### src/rtl/regbank_pkg.sv
// Shared opcode constants and helpers for the register-bank write scheduler.
// The helper decides whether an ALU opcode writes a destination register.
package regbank_pkg;
    localparam int REG_IDX_W = 4;

    localparam logic [3:0] OP_CMP      = 4'b1000;
    localparam logic [3:0] OP_LDR      = 4'b1001;
    localparam logic [3:0] OP_NOP      = 4'b1100;
    localparam logic [3:0] OP_STR_MASK = 4'b1110;
    localparam logic [3:0] OP_STR_VAL  = 4'b1010;
    localparam logic [3:0] OP_NOP_MASK = 4'b1100;
    localparam logic [3:0] OP_NOP_VAL  = 4'b1100;

    // CMP, STR/undef (101x) and NOP/undef (11xx) leave the register bank alone
    function automatic logic writes_dest(input logic [3:0] op);
        return !((op == OP_CMP) ||
                 ((op & OP_STR_MASK) == OP_STR_VAL) ||
                 ((op & OP_NOP_MASK) == OP_NOP_VAL));
    endfunction
endpackage

### src/rtl/regbank_scoreboard.sv
// Pending-load scoreboard: one bit per register, set on load issue, cleared on return.
// Lookups are made from the registered set only.
module regbank_scoreboard
    import regbank_pkg::*;
#(
    parameter int NREGS = 16
) (
    input  logic                 i_clk,
    input  logic                 i_reset,
    input  logic                 i_set_en,
    input  logic [REG_IDX_W-1:0] i_set_idx,
    input  logic                 i_clr_en,
    input  logic [REG_IDX_W-1:0] i_clr_idx,
    input  logic [REG_IDX_W-1:0] i_chk_sel1,
    input  logic [REG_IDX_W-1:0] i_chk_sel2,
    input  logic [REG_IDX_W-1:0] i_issue_idx,
    input  logic [REG_IDX_W-1:0] i_alu_idx,
    output logic [NREGS-1:0]     o_pending,
    output logic                 o_hazard,
    output logic                 o_issue_ready,
    output logic                 o_alu_blocked,
    output logic                 o_clr_hit
);
    logic [NREGS-1:0] r_pending;
    logic [NREGS-1:0] w_set_mask;
    logic [NREGS-1:0] w_clr_mask;

    assign w_set_mask = i_set_en ? (NREGS'(1) << i_set_idx) : '0;
    assign w_clr_mask = i_clr_en ? (NREGS'(1) << i_clr_idx) : '0;

    always_ff @(posedge i_clk) begin
        if (i_reset)
            r_pending <= '0;
        else
            r_pending <= (r_pending & ~w_clr_mask) | w_set_mask;
    end

    assign o_pending     = r_pending;
    assign o_hazard      = r_pending[i_chk_sel1] | r_pending[i_chk_sel2];
    assign o_issue_ready = !r_pending[i_issue_idx];
    assign o_alu_blocked = r_pending[i_alu_idx];
    assign o_clr_hit     = r_pending[i_clr_idx];
endmodule

### src/rtl/regbank_write_scheduler.sv
// Arbitrates the register bank's single write port between ALU writeback and load return,
// with a starvation counter and registered bank-side outputs.
module regbank_write_scheduler
    import regbank_pkg::*;
#(
    parameter int DATA_W     = 32,
    parameter int NREGS      = 16,
    parameter int STARVE_MAX = 4
) (
    input  logic                 i_clk,
    input  logic                 i_reset,
    input  logic                 i_alu_valid,
    output logic                 o_alu_ready,
    input  logic [3:0]           i_alu_opcode,
    input  logic [REG_IDX_W-1:0] i_alu_dest,
    input  logic [DATA_W-1:0]    i_alu_data,
    input  logic                 i_ld_issue,
    input  logic [REG_IDX_W-1:0] i_ld_issue_dest,
    output logic                 o_ld_issue_ready,
    input  logic                 i_ld_ret_valid,
    output logic                 o_ld_ret_ready,
    input  logic [REG_IDX_W-1:0] i_ld_ret_dest,
    input  logic [DATA_W-1:0]    i_ld_ret_data,
    input  logic [REG_IDX_W-1:0] i_chk_sel1,
    input  logic [REG_IDX_W-1:0] i_chk_sel2,
    output logic                 o_hazard,
    output logic [NREGS-1:0]     o_pending,
    output logic [REG_IDX_W-1:0] o_rb_dest,
    output logic [DATA_W-1:0]    o_rb_data,
    output logic [3:0]           o_rb_opcode,
    output logic                 o_rb_enable,
    output logic                 o_err_unexpected
);
    localparam logic [3:0] W_STARVE_MAX = 4'(STARVE_MAX);

    logic                 w_issue_ready;
    logic                 w_alu_blocked;
    logic                 w_clr_hit;
    logic                 w_alu_wr;
    logic                 w_alu_elig;
    logic                 w_alu_win;
    logic                 w_ld_win;
    logic                 w_issue_fire;
    logic [3:0]           r_starve;
    logic [REG_IDX_W-1:0] r_rb_dest;
    logic [DATA_W-1:0]    r_rb_data;
    logic [3:0]           r_rb_opcode;
    logic                 r_rb_enable;
    logic                 r_err;

    regbank_scoreboard #(.NREGS(NREGS)) u_sb (
        .i_clk         (i_clk),
        .i_reset       (i_reset),
        .i_set_en      (w_issue_fire),
        .i_set_idx     (i_ld_issue_dest),
        .i_clr_en      (w_ld_win),
        .i_clr_idx     (i_ld_ret_dest),
        .i_chk_sel1    (i_chk_sel1),
        .i_chk_sel2    (i_chk_sel2),
        .i_issue_idx   (i_ld_issue_dest),
        .i_alu_idx     (i_alu_dest),
        .o_pending     (o_pending),
        .o_hazard      (o_hazard),
        .o_issue_ready (w_issue_ready),
        .o_alu_blocked (w_alu_blocked),
        .o_clr_hit     (w_clr_hit)
    );

    // A writing ALU op is held off while a load still owns its destination (WAW)
    assign w_alu_wr     = i_alu_valid & writes_dest(i_alu_opcode);
    assign w_alu_elig   = w_alu_wr & !w_alu_blocked;
    assign w_alu_win    = w_alu_elig & (!i_ld_ret_valid | (r_starve == W_STARVE_MAX));
    assign w_ld_win     = i_ld_ret_valid & !w_alu_win;
    assign w_issue_fire = i_ld_issue & w_issue_ready;

    assign o_alu_ready      = !writes_dest(i_alu_opcode) | w_alu_win;
    assign o_ld_ret_ready   = w_ld_win;
    assign o_ld_issue_ready = w_issue_ready;

    always_ff @(posedge i_clk) begin
        if (i_reset) begin
            r_starve    <= '0;
            r_rb_dest   <= '0;
            r_rb_data   <= '0;
            r_rb_opcode <= OP_NOP;
            r_rb_enable <= 1'b0;
            r_err       <= 1'b0;
        end else begin
            if (!w_alu_wr || w_alu_win)
                r_starve <= '0;
            else if (w_alu_elig && r_starve != W_STARVE_MAX)
                r_starve <= r_starve + 4'd1;

            r_rb_enable <= w_alu_win | w_ld_win;
            if (w_ld_win) begin
                r_rb_dest   <= i_ld_ret_dest;
                r_rb_data   <= i_ld_ret_data;
                r_rb_opcode <= OP_LDR;
            end else if (w_alu_win) begin
                r_rb_dest   <= i_alu_dest;
                r_rb_data   <= i_alu_data;
                r_rb_opcode <= i_alu_opcode;
            end

            if (w_ld_win && !w_clr_hit)
                r_err <= 1'b1;
        end
    end

    assign o_rb_dest        = r_rb_dest;
    assign o_rb_data        = r_rb_data;
    assign o_rb_opcode      = r_rb_opcode;
    assign o_rb_enable      = r_rb_enable;
    assign o_err_unexpected = r_err;
endmodule

### config.mk
export PLATFORM = sky130hd
export DESIGN_NAME = regbank_write_scheduler
export DESIGN_NICKNAME = d
export VERILOG_FILES = /design/src/rtl/regbank_pkg.sv /design/src/rtl/regbank_scoreboard.sv /design/src/rtl/regbank_write_scheduler.sv
export SDC_FILE = /design/constraint.sdc
export NUM_CORES = 1
export LEC_CHECK = 0
export ABC_AREA = 1
export ABC_CLOCK_PERIOD_IN_PS = 1810
export CAP_MARGIN = 20
export CORE_ASPECT_RATIO = 1.5
export CORE_MARGIN = 2
export CORE_UTILIZATION = 40
export CTS_CLUSTER_DIAMETER = 30
export DETAILED_ROUTE_END_ITERATION = 12
export PLACE_DENSITY = 0.77
export SLEW_MARGIN = 10
export SYNTH_ARGS = -nofsm -noshare
export SYNTH_HDL_FRONTEND = slang
export SYNTH_SLANG_ARGS = --single-unit
### constraint.sdc
create_clock -name i_clk -period 1.81 [get_ports i_clk]
set_clock_uncertainty 0.1 [all_clocks]
set_input_delay 0.2715 -clock i_clk [delete_from_list [all_inputs] [get_ports i_clk]]
set_output_delay 0.2715 -clock i_clk [all_outputs]
set_load 0.1 [all_outputs]
-- Word-level counts from Yosys, hierarchy flattened
Cells that the tools add are included.
- register bits after elaboration: 62
- input bits: 93
- output and inout bits: 62
- add/subtract/negate cells: 1
- $lt $le $gt $ge: 5
- equality and inequality tests: 5
- shift-type cells: 2
- muxes and demuxes: 18
- bitwise gates (word level): 12
- reductions and logical operators: 15
- operator list (operator ; count):
    two-way mux 32 bit ; 2
    two-way mux 16 bit ; 2
    left shift 1 x 4 -> 16 bit, first input constant ; 2
    < comparator 4 x 5 -> 1 bit, second input constant ; 5
    binary-select mux 1 bit (select 4 bit) ; 5
    AND 16 bit ; 1
    inverter 16 bit ; 1
    OR 16 bit ; 1
    two-way mux 4 bit ; 2
    logical NOT 1 bit ; 7
    two-way mux 3 bit ; 2
    AND 1 bit ; 5
    two-way mux 1 bit ; 5
    adder 4 x 1 -> 4 bit, second input constant ; 1
    equality test 4 x 3 -> 1 bit, second input constant ; 1
    equality test 4 bit, second input constant ; 1
    inequality test 4 x 3 -> 1 bit, second input constant ; 1
    OR 1 bit ; 4
    OR reduction 2 bit ; 2
    equality test 3 bit, second input constant ; 1
    logical OR 1 bit ; 3
    equality test 2 bit, second input constant ; 1
    logical AND 1 bit ; 2
    nonzero test 2 bit ; 1

-- Logic depth before layout (Yosys ltp)
- word-level depth: 13
- gate-level depth with buffers: 14
- gate-level depth less buffers: 12

-- Cells and area by module
Synthesis repeated with hierarchy kept, for this count alone.
- cells, all modules: 641
- area, all modules: 3917.5 sq um
- modules (own cells, without submodules) (module ; instances ; cells each ; area each (sq um) ; sequential area each (sq um)):
    regbank_write_scheduler ; 1 ; 374 ; 2423.6 ; 920.9
    regbank_scoreboard ; 1 ; 267 ; 1493.9 ; 320.3

-- Least setup slack after synthesis
Ideal clock, no wire load.
- kind: reg-to-output
- start: register u_sb.r_pending[8], in the netlist u_sb.o_pending[8]
- end: output o_ld_ret_ready
- arrival: 2.486 ns
- data required time: 1.439 ns
- setup slack: -1.047 ns
- stages on the path, launching flop included: 10
- path through: dfxtp_1 -> inv_1 -> nand2_1 -> o211ai_2 -> nand3_1 -> nand3_2 -> nand4_2 -> nand2_1 -> buf_2 -> inv_1
- longest elaborated chain between the ends: 7
- RTL lines (element ; RTL line ; text):
    start, declared ; regbank_scoreboard.sv:24 ; logic [NREGS-1:0] r_pending;
    start signal, assigned ; regbank_scoreboard.sv:35 ; r_pending <= (r_pending & ~w_clr_mask) | w_set_mask;
    binary-select mux 1 bit (select 4 bit) ; regbank_scoreboard.sv:41 ; assign o_alu_blocked = r_pending[i_alu_idx];
    two-way mux 1 bit (implied by the code) ; regbank_scoreboard.sv:41 ;
    logical NOT 1 bit ; regbank_write_scheduler.sv:71 ; assign w_alu_elig = w_alu_wr & !w_alu_blocked;
    AND 1 bit ; regbank_write_scheduler.sv:71 ;
    AND 1 bit ; regbank_write_scheduler.sv:72 ; assign w_alu_win = w_alu_elig & (!i_ld_ret_valid | (r_starve == W_STARVE_MAX));
    logical NOT 1 bit ; regbank_write_scheduler.sv:73 ; assign w_ld_win = i_ld_ret_valid & !w_alu_win;
    AND 1 bit ; regbank_write_scheduler.sv:73 ;
    end, declared ; regbank_write_scheduler.sv:21 ; output logic o_ld_ret_ready,
Every way passes these cells. The select of a mux whose other input is x is not followed.

-- Final worst setup path
- start: register r_starve[0]
- end: output o_ld_ret_ready
- longest elaborated chain between the ends: 5
- RTL lines (element ; RTL line ; text):
    start, declared ; regbank_write_scheduler.sv:44 ; logic [3:0] r_starve;
    start signal, assigned ; regbank_write_scheduler.sv:92 ; r_starve <= r_starve + 4'd1;
    equality test 4 x 3 -> 1 bit ; regbank_write_scheduler.sv:72 ;
    OR 1 bit ; regbank_write_scheduler.sv:72 ;
    AND 1 bit ; regbank_write_scheduler.sv:72 ;
    logical NOT 1 bit ; regbank_write_scheduler.sv:73 ;
    AND 1 bit ; regbank_write_scheduler.sv:73 ;
Every way passes these cells.

==> metrics.txt <==
status=finished with violations; failing checks=negative setup slack; fmax=471 MHz; Yosys warnings=0; critical path data required time=approximately 1400 ps; Gate Count Post-Synth=approximately 640; Clock power frac=0.311; Worst-Margin Slew=~370 ps; Power Density=about 680 mW/mm²; Hold Fails Final Rpt=0; layout cells sized above 1=0.341; DR WL/cell=19.4 µm; Pre-antenna DRT Iters=5; busiest grt layer=met2; reg-to-reg endpoint=o_rb_data[6]$_SDFFE_PP0P_; Worst R2R Start=u_sb.o_pending[4]$_SDFF_PP0_; DR iter-0 viols=371; hold depth=3; CP Max Fanout=3; Max Transition Viols Final=0; Cell Rows=between 40 and 50; routing usage on met3=0.0675; met1 usage=0.354; worst hold path endpoint=o_rb_opcode[3]$_SDFFE_PP1P_; flop2flop setup slack=-220 ps; Post-layout nets=between 900 and 1k; first-pass GRT wire length=28300 µm; crit share post-route=1.17; share of total power in sequential cells=0.286; Psw=0.00202 W; post-synthesis sequential area ratio=0.313; Mapped Nets=~730; Final Setup Violations=55; static leakage=3.55 nW; vias in the first global route=approximately 5.5k; Setup CP Type=reg -> out; Cell variety after synth=36; Worst-Skew Late Latency=about 330 ps; Final WS setup=-313 ps; Die Y=about 130 µm; grt ovf=0; CTS Buf Count=9; R2R cell count=15; CTS H-tree depth=3; Inserted Diodes=0; Remaining DRCs=0; drt total wl=a little under 20000 µm; CTS clk-pin slew, worst paths=~50 ps; Die ar.=0.0108 mm²; maxcap violations=0; IO Port Bufs=roughly 150; largest net degree at the start of global routing=30; Sw Ratio=0.376; Comb power frac=0.402; Sink Count=62; most frequent cells in the layout=nand2_1, buf_4, clkdlybuf4s50_1, buf_12, nand3_1; CP endpoint kind=output pin; unrepaired setup endpoints after global routing=yes; clock root buffer master=clkbuf_16; number of synthesized register bits=just over 60; area growth from synthesis to layout=98.8%; Hold Path Origin=i_alu_opcode[3]; Int Power=roughly 0.0034 W; Routed Antenna Nets=0; post-synthesis cell area=about 0.004 mm²; vias per inst=5.64; peak supply drop=648 µV; hold slack=approximately 240 ps; Core Region=about 0.0097 mm²; DP HPWL=12100 µm; starting density of the core=0.410; Worst EP arrival=1750 ps; Die X=around 85 µm; grt met2 use=0.608; Vias=5660; setup_tns=-8880 ps; fin crit period=about 2100 ps; Max-Slew Margin vs Limit=0.753; IO Pins=around 160; GRT Total Usage=0.335; commonest non-fill, non-tap cell in the layout=nand2_1; TritonCTS clock tree=done; startpoint types=register; CTS Buffer Depth=2; GPL Wtd Cong=approximately 1; min-delay worst type=in -> reg; initial antenna violation count=0; Syn Area/Cell=around 6.2 µm²
==> timing repair <==
item	in CTS	in global routing
resized for setup	60	71
setup endpoints to repair	62	66
hold buffers	0	0
pin swaps	18	11
gates cloned	5	0
setup buffers	27	5
==> metrics by stage <==
step           setup slack (ps)  instance area [µm²]  cells  utilization  power, W
4_1_cts                    -253                 7610    998        0.785   0.00527
5_1_grt                    -360                 7890   1003        0.814   0.00551
3_5_place_dp               -610                 6850    950        0.707   0.00350
6_report                   -313                 7890   1003        0.814   0.00538
2_1_floorplan              -367                 4080    637            -   0.00263
3_3_place_gp               -552                 6850    950        0.707   0.00348
==> power by group through the flow <==
stage	logic [W]	registers (W)	clock network, W
2_1_floorplan	0.000478	0.00215	0
3_3_place_gp	0.00192	0.00156	0
3_5_place_dp	0.00194	0.00156	0
4_1_cts	0.00206	0.00153	0.00167
5_1_grt	0.00224	0.00155	0.00173
6_report	0.00216	0.00154	0.00168
==> cells by family after synthesis <==
family          after synthesis  synth area share
simple gates                398             0.467
compound gates               63            0.0899
fa+ha+maj                     2           0.00630
flops                        62             0.313
buf+inv                     111             0.122
xor+xnor                      1           0.00221
==> worst max-delay path, cell delays in order (launching register included) <==
cell	delay, ps
dfxtp_1	320
inv_1	90
ha_2	180
nand3_2	100
nand2_2	110
nand4_4	140
nand2_4	110
buf_12	110
clkinvlp_4	80
buf_12	160
==> area by class of cell <==
cell class | count | area [µm²]
clock buffers | 13 | 270
clock inverters | 3 | 16.3
fillers | 592 | 1800
flip-flops and latches | 62 | 1300
well taps | 115 | 144
multi-input cells | 465 | 2580
repair buffers | 268 | 3270
inverters | 77 | 307
==> cell usage after synthesis, drive strengths merged <==
| library cell | n | share of area |
|---|---|---|
| a211oi | 1 | 0.0019 |
| a21oi | 30 | 0.038 |
| a22oi | 5 | 0.0095 |
| a31oi | 1 | 0.0016 |
| buf | 23 | 0.038 |
| clkbuf | 11 | 0.010 |
| clkinv | 1 | 0.00094 |
| dfxtp | 62 | 0.31 |
| ha | 2 | 0.0063 |
| inv | 76 | 0.073 |
| nand2 | 198 | 0.19 |
| nand3 | 75 | 0.098 |
| nand3b | 34 | 0.064 |
| nand4 | 28 | 0.046 |
| nor2 | 55 | 0.058 |
| nor3 | 4 | 0.0050 |
| nor3b | 1 | 0.0019 |
| o211ai | 3 | 0.0069 |
| o21ai | 19 | 0.024 |
| o221ai | 1 | 0.0022 |
| o22ai | 1 | 0.0016 |
| o311ai | 2 | 0.0044 |
| or2 | 3 | 0.0047 |
| xnor2 | 1 | 0.0022 |
==> worst max-delay path by stage <==
stage	start	endpoint	slack, ps	cells past startpoint
floorplan	u_sb.o_pending[4]$_SDFF_PP0_	o_hazard	-370	6
global placement	i_alu_dest[0]	o_rb_data[8]$_SDFFE_PP0P_	-550	14
detailed placement	i_alu_dest[0]	o_rb_data[2]$_SDFFE_PP0P_	-610	14
CTS	u_sb.o_pending[10]$_SDFF_PP0_	o_alu_ready	-250	9
global route	i_alu_opcode[0]	o_ld_ret_ready	-360	9
finish	r_starve[0]$_SDFFE_PP0P_	o_ld_ret_ready	-310	9
==> routing by layer <==
layer,part of all wire,vias to the layer above
li1,-,2577
met1,0.34,2621
met2,0.51,360
met3,0.082,102
met4,0.067,0
met5,0,-
==> state kept, by name (all words and copies together) (netlist names) <==
register          flops
o_rb_data            32
u_sb.o_pending       16
o_rb_dest             4
o_rb_opcode           4
r_starve              4
o_err_unexpected      1
o_rb_enable           1
(Power assumes the default switching activity.)
